--- config.mk ---
export PLATFORM = sky130hd
export DESIGN_NAME = prim_skid_buf
export DESIGN_NICKNAME = d
export VERILOG_FILES = /design/src/rtl/prim_skid_buf.sv
export SDC_FILE = /design/constraint.sdc
export NUM_CORES = 1
export LEC_CHECK = 0
export BUFFER_PORTS_ARGS = -buffer_cell sky130_fd_sc_hd__clkbuf_2
export CAP_MARGIN = 5
export CORE_MARGIN = 2
export CORE_UTILIZATION = 54
export DETAILED_ROUTE_END_ITERATION = 6
export GPL_ROUTABILITY_DRIVEN = 0
export PLACE_DENSITY = 0.88
export SETUP_SLACK_MARGIN = 0.15
export SYNTH_ARGS = -nofsm -noshare
export SYNTH_HDL_FRONTEND = slang
export SYNTH_SLANG_ARGS = --single-unit
--- constraint.sdc ---
create_clock -name clk_i -period 2.7 [get_ports clk_i]
set_input_delay 0.27 -clock clk_i [delete_from_list [all_inputs] [get_ports clk_i]]
set_output_delay 0.27 -clock clk_i [all_outputs]
set_load 0.1 [all_outputs]
--- src/rtl/prim_skid_buf.sv ---
// Two-entry valid/ready skid buffer: registers forward and backward paths, 1 beat/cycle, latency 1.
// Optional synchronous flush port is enabled by defining PRIM_SKID_BUF_FLUSH_EN.
module prim_skid_buf #(
    parameter int unsigned           Width     = 32,
    parameter logic [Width-1:0]      ResetData = '0
) (
    input  logic             clk_i,
    input  logic             rst_i,
    input  logic             in_valid_i,
    input  logic [Width-1:0] in_data_i,
    output logic             in_ready_o,
    output logic             out_valid_o,
    output logic [Width-1:0] out_data_o,
    input  logic             out_ready_i,
    output logic [1:0]       count_o
`ifdef PRIM_SKID_BUF_FLUSH_EN
    ,
    input  logic             flush_i
`endif
);

    typedef enum logic [1:0] {
        EMPTY = 2'd0,
        ONE   = 2'd1,
        FULL  = 2'd2
    } state_e;

    state_e           state_q, state_d;
    logic [Width-1:0] main_q, main_d;
    logic [Width-1:0] skid_q, skid_d;
    logic             flush;
    logic             in_xfer;
    logic             out_xfer;

`ifdef PRIM_SKID_BUF_FLUSH_EN
    assign flush = flush_i;
`else
    assign flush = 1'b0;
`endif

    // Handshake valid/ready: a beat moves on a port only in a cycle where both valid and ready are high.
    assign in_xfer  = in_valid_i && (state_q != FULL);
    assign out_xfer = (state_q != EMPTY) && out_ready_i;

    always_comb begin
        state_d = state_q;
        main_d  = main_q;
        skid_d  = skid_q;
        case (state_q)
            EMPTY: begin
                if (in_xfer) begin
                    main_d  = in_data_i;
                    state_d = ONE;
                end
            end
            ONE: begin
                if (in_xfer && out_xfer) begin
                    main_d = in_data_i;
                end else if (in_xfer) begin
                    skid_d  = in_data_i;
                    state_d = FULL;
                end else if (out_xfer) begin
                    state_d = EMPTY;
                end
            end
            FULL: begin
                if (out_xfer) begin
                    main_d  = skid_q;
                    state_d = ONE;
                end
            end
            default: state_d = EMPTY;
        endcase
        // Flush drops occupancy only; data registers keep their contents.
        if (flush) begin
            state_d = EMPTY;
            main_d  = main_q;
            skid_d  = skid_q;
        end
    end

    always_ff @(posedge clk_i) begin
        if (rst_i) begin
            state_q <= EMPTY;
            main_q  <= ResetData;
            skid_q  <= ResetData;
        end else begin
            state_q <= state_d;
            main_q  <= main_d;
            skid_q  <= skid_d;
        end
    end

    assign out_data_o  = main_q;
    assign out_valid_o = (state_q != EMPTY);
    assign in_ready_o  = (state_q != FULL);
    assign count_o     = state_q;

endmodule

==> Word level (Yosys, flattened, before mapping) <==
Index checks and enable logic that the tools add are counted.
{ "op_classes": {"n_reduce_logical": 9, "mux": 10, "n_eq_ne": 8, "bitwise": 1} }
{ "op_table": {"columns": ["op", "n"], "rows": [
  ["32-bit 2-to-1 mux", 3],
  ["32-bit case mux with 3 select lines", 1],
  ["2-bit 2-to-1 mux", 5],
  ["2-bit != test (second input constant)", 5],
  ["4-bit AND reduction", 2],
  ["2-bit case mux with 3 select lines", 1],
  ["1-bit logical AND", 3],
  ["3-bit != test (second input constant)", 1],
  ["3-bit AND reduction", 1],
  ["3-bit nonzero test", 1],
  ["2-bit by 1-bit == test with 1-bit output (second input constant)", 1],
  ["2-bit == test (second input constant)", 1],
  ["2-bit logical NOT", 1],
  ["2-bit nonzero test", 1],
  ["1-bit NOT", 1]
]} }
{ "totals": {"input_bits": 36, "out_inout_bits": 36, "register_bits": 66, "elab_cells": 31} }

==> Longest topological paths before layout <==
{ "depth": {"depth_word": 6, "mapped_depth": 5, "depth_no_buf": 3} }

==> Worst setup path after synthesis <==
Ideal clock, no wire load.
{ "synth_timing": {"path_kind": "flip-flop to flip-flop", "start": "register state_q[0], in the netlist count_o[0]", "end": "register main_q[26], in the netlist out_data_o[26]", "period_less_slack_ns": 2.141, "setup_slack_ns": 0.559, "path_buffers": 2, "required_time_ns": 2.554, "path_stages_with_launch": 6, "setup_time_ns": 0.146, "arrival_ns": 1.995, "cell_sequence": "dfxtp_1 -> nand2b_1 -> buf_4 -> buf_6 -> mux2i_1 -> a211oi_2"} }
{ "synth_via": {"elab_chain_cells": 5, "word_cells_on_any_way": 14, "classes_between": "eq/ne (6); mux (1); reduce/logical (7)"} }
{ "synth_lines": {"columns": ["element", "line", "text"], "rows": [
  ["start: declaration", "28", "state_e state_q, state_d;"],
  ["start signal: assignment", "88", "state_q <= state_d;"],
  ["2-bit != test *", null, null],
  ["net in_ready_o", "11", "output logic in_ready_o,"],
  ["1-bit logical AND *", "42", "assign in_xfer = in_valid_i && (state_q != FULL);"],
  ["1-bit logical AND", "57", "if (in_xfer && out_xfer) begin"],
  ["2-bit != test (no line)", null, null],
  ["4-bit AND reduction (no line) *", null, null],
  ["end signal: assignment", "85", "main_q <= ResetData;"],
  ["end signal: assignment", "89", "main_q <= main_d;"],
  ["end: declaration", "29", "logic [Width-1:0] main_q, main_d;"]
]} }
The timed path passes the listed nets; every way through them passes the cells marked *.
A chain may end at the register's enable or synchronous reset.

==> Worst setup path after layout <==
{ "layout_timing": {"start": "register state_q[1], in the netlist count_o[1]", "end": "register main_q[4], in the netlist out_data_o[4]"} }
{ "layout_via": {"elab_chain_cells": 5, "word_cells_on_any_way": 14, "classes_between": "eq/ne (6); mux (1); reduce/logical (7)"} }
{ "layout_lines": {"columns": ["element", "line"], "rows": [
  ["2-bit != test or 2-bit nonzero test (tied branches)", "42, 43"],
  ["1-bit logical AND, on equally long branches", "42, 43"],
  ["1-bit logical AND", "57"],
  ["2-bit != test (no line)", null],
  ["4-bit AND reduction (no line)", null]
]} }
Several ways; a longest one is shown, not always the timed one.

==> impl_metrics.tcl <==
set metrics [dict create \
    status "finished, final reports clean" \
    clock.fmax_mhz 539 \
    tritoncts "yes" \
    cts-htree-levels 3 \
    synth-adder-area-share_pct 0 \
    synthesis.nets 344 \
    syn_area_sq_um 3000 \
    skew_ns 0.00377 \
    core-area_sq_um 5440 \
    die_y_microns 78.5 \
    cp_max_fo 32 \
    finalCritPeriodShare_pct 68.7 \
    io_pins 72 \
    dp.final_hpwl_mm 4.24 \
    criticalPathCategory "register to register" \
    cts_resized 0 \
    p_leak_nw 1.53 \
    worst_pin_slew_ns 0.827 \
    comb_power_share_pct 27.3 \
    insertedDiodeCount 0 \
    drt_iter0_drc 134 \
    end_kind "register" \
    drv_cap 0 \
    p_int_mw 1.55 \
    vias 2458 \
    syn_inst 308 \
    final_common_cell "clkbuf_2" \
    maxSlewViolCount 0 \
    fin_tns_setup_ns 0 \
    synth_cell_types 24 \
    setup_viol 0 \
    ant_nets 0 \
    synth_mux_area_share_pct 10.7 \
    drive_gt1_share_pct 34.3 \
    arrival_ns 2.04 \
    switching_power_mw 0.884 \
    yosys.area_share.simple_pct 10.6 \
    start_kind "register" \
    final_cell_mix "clkbuf_2 (71), dfxtp_1 (66), nand2_1 (65)" \
    ys_seq_elements 66 \
    die_w_microns 78.5 \
    seq_power_share_pct 44.0 \
    p_sw_share_pct 36.3 \
    worst_slack_ns 0.844 \
    finalHoldViolCount 0 \
    via_per_inst 5.60 \
    grt.total_usage_pct 23.0 \
    wl_per_cell_microns 15.1 \
    synth_xor_area_share_pct 0 \
    period_needed_ns 1.86 \
    clockBufferDepth 2 \
    synth_warnings 0 \
    dp_slack_ns 0.866 \
    avgSynthCellArea_sq_um 9.73 \
    cp.required_ns 2.88 \
    clk_latency_ns 0.33 \
    synth-seq-area-share_pct 44.1 \
    drt_first_pass_iters 4 \
    syn2layout_area_growth_pct 16.3 \
    io_buffer_count 71 \
    ctsHoldBuffers 0 \
    start_util_pct 55.1 \
    overflow 0 \
    finalWirelength_mm 6.64 \
    slew_headroom_pct 44.9 \
    rsz0062_at_grt "false" \
    grt_max_degree 67 \
    grt_pass1_vias 2358 \
    synth_compound_gate_area_share_pct 27.8 \
    cts.clk_slew.worst_paths_ns 0.06 \
    synth_top_family_by_area "compound AO/OA/AOI/OAI gates" \
    root_buffer "clkbuf_8" \
    hp-class "input port to register" \
    power_density_nw_per_um2 698 \
    grt_pass1_wl_mm 11.2 \
    cts_buffers 9 \
    dieArea_sq_um 6160 \
    drc_errors 0 \
    antenna_found_initial 0 \
    rows 27 \
    clockPowerShare_pct 28.7 \
    vdd_drop_max_mv 0.357 \
    cts.sinks 66 \
    post_cts_buffers 0 \
    nets 401 \
]
[layer usage]
layer	GRT usage, %	part of all wire, %	vias up	wire [microns]
met1	27.8	45	1158	2990
met3	7.01	5.6	6	374
met5	0	0	-	0
met4	7.89	0.99	0	66
li1	-	-	1220	-
met2	38.9	48	74	3210
[worst max-delay path: stages, from the launching register on]
cell      delay, ns
dfxtp_1        0.54
and3b_1        0.53
a21o_4         0.48
a211oi_1       0.14
[final cells by class]
type / count / area, sq um
clock buffers: 13 / 159
flip-flops and latches: 66 / 1320
multi-input cells: 208 / 1490
fillers: 449 / 1950
well taps: 72 / 90.1
repair buffers: 80 / 423
[sequential cells by signal, indices dropped and copies added (netlist names)]
name,count
out_data_o,32
count_o,2
skid_q,32
[power by group through the flow]
stage | Sequential [mW] | Combinational, mW | Clock [mW]
CTS | 1.07 | 0.666 | 0.713
floorplan | 1.41 | 0.227 | 0
detailed placement | 1.09 | 0.664 | 0
global placement | 1.09 | 0.657 | 0
global route | 1.08 | 0.695 | 0.756
finish | 1.07 | 0.663 | 0.699
[worst paths after layout]
check / from / endpoint / slack [ns] / cells past startpoint
worst max-delay path: count_o[1] / out_data_o[4] / 0.84 / 3
worst min-delay path: in_data_i[27] / skid_q[27] / 0.16 / 3
worst max register to register: count_o[1] / out_data_o[4] / 0.84 / 3
worst min register to register: skid_q[12] / skid_q[12] / 0.45 / 2
[synth_stat cells]
cell / count / area [sq um]
o21bai_1: 1 / 7.51
clkbuf_1: 9 / 33.8
buf_1: 1 / 3.75
a211oi_1: 34 / 255
nor2b_1: 1 / 6.26
buf_2: 16 / 80.1
o21a_1: 1 / 7.51
or3b_1: 1 / 8.76
a21o_4: 1 / 15.0
dfxtp_1: 66 / 1320
or2_2: 1 / 6.26
nor4bb_1: 1 / 10.0
nand4bb_1: 1 / 11.3
and2_1: 1 / 6.26
and3b_1: 1 / 8.76
a21o_1: 1 / 7.51
nor2_1: 1 / 3.75
a21oi_1: 33 / 165
nand2b_1: 2 / 12.5
buf_6: 7 / 78.8
nand2_1: 65 / 244
mux2i_1: 32 / 320
a211oi_2: 30 / 375
buf_4: 1 / 7.51
[stage by stage]
| stage | util, % | area [sq um] | std cells | hold WS [ns] | power [mW] |
|---|---|---|---|---|---|
| 2_1_floorplan | - | 3000 | 308 | 0.406 | 1.64 |
| 3_3_place_gp | 61.1 | 3330 | 426 | 0.440 | 1.75 |
| 3_5_place_dp | 61.1 | 3330 | 426 | 0.446 | 1.75 |
| 4_1_cts | 64.1 | 3480 | 439 | 0.153 | 2.45 |
| 5_1_grt | 64.1 | 3480 | 439 | 0.160 | 2.53 |
| 6_report | 64.1 | 3480 | 439 | 0.162 | 2.43 |
[kinds of logic after synthesis]
group / Yosys count
AOI/OAI and AO/OA: 101
and+or+nand+nor: 75
DFF: 66
buffers and inverters: 34
muxes: 32
Power figures use the tool's default switching activity.
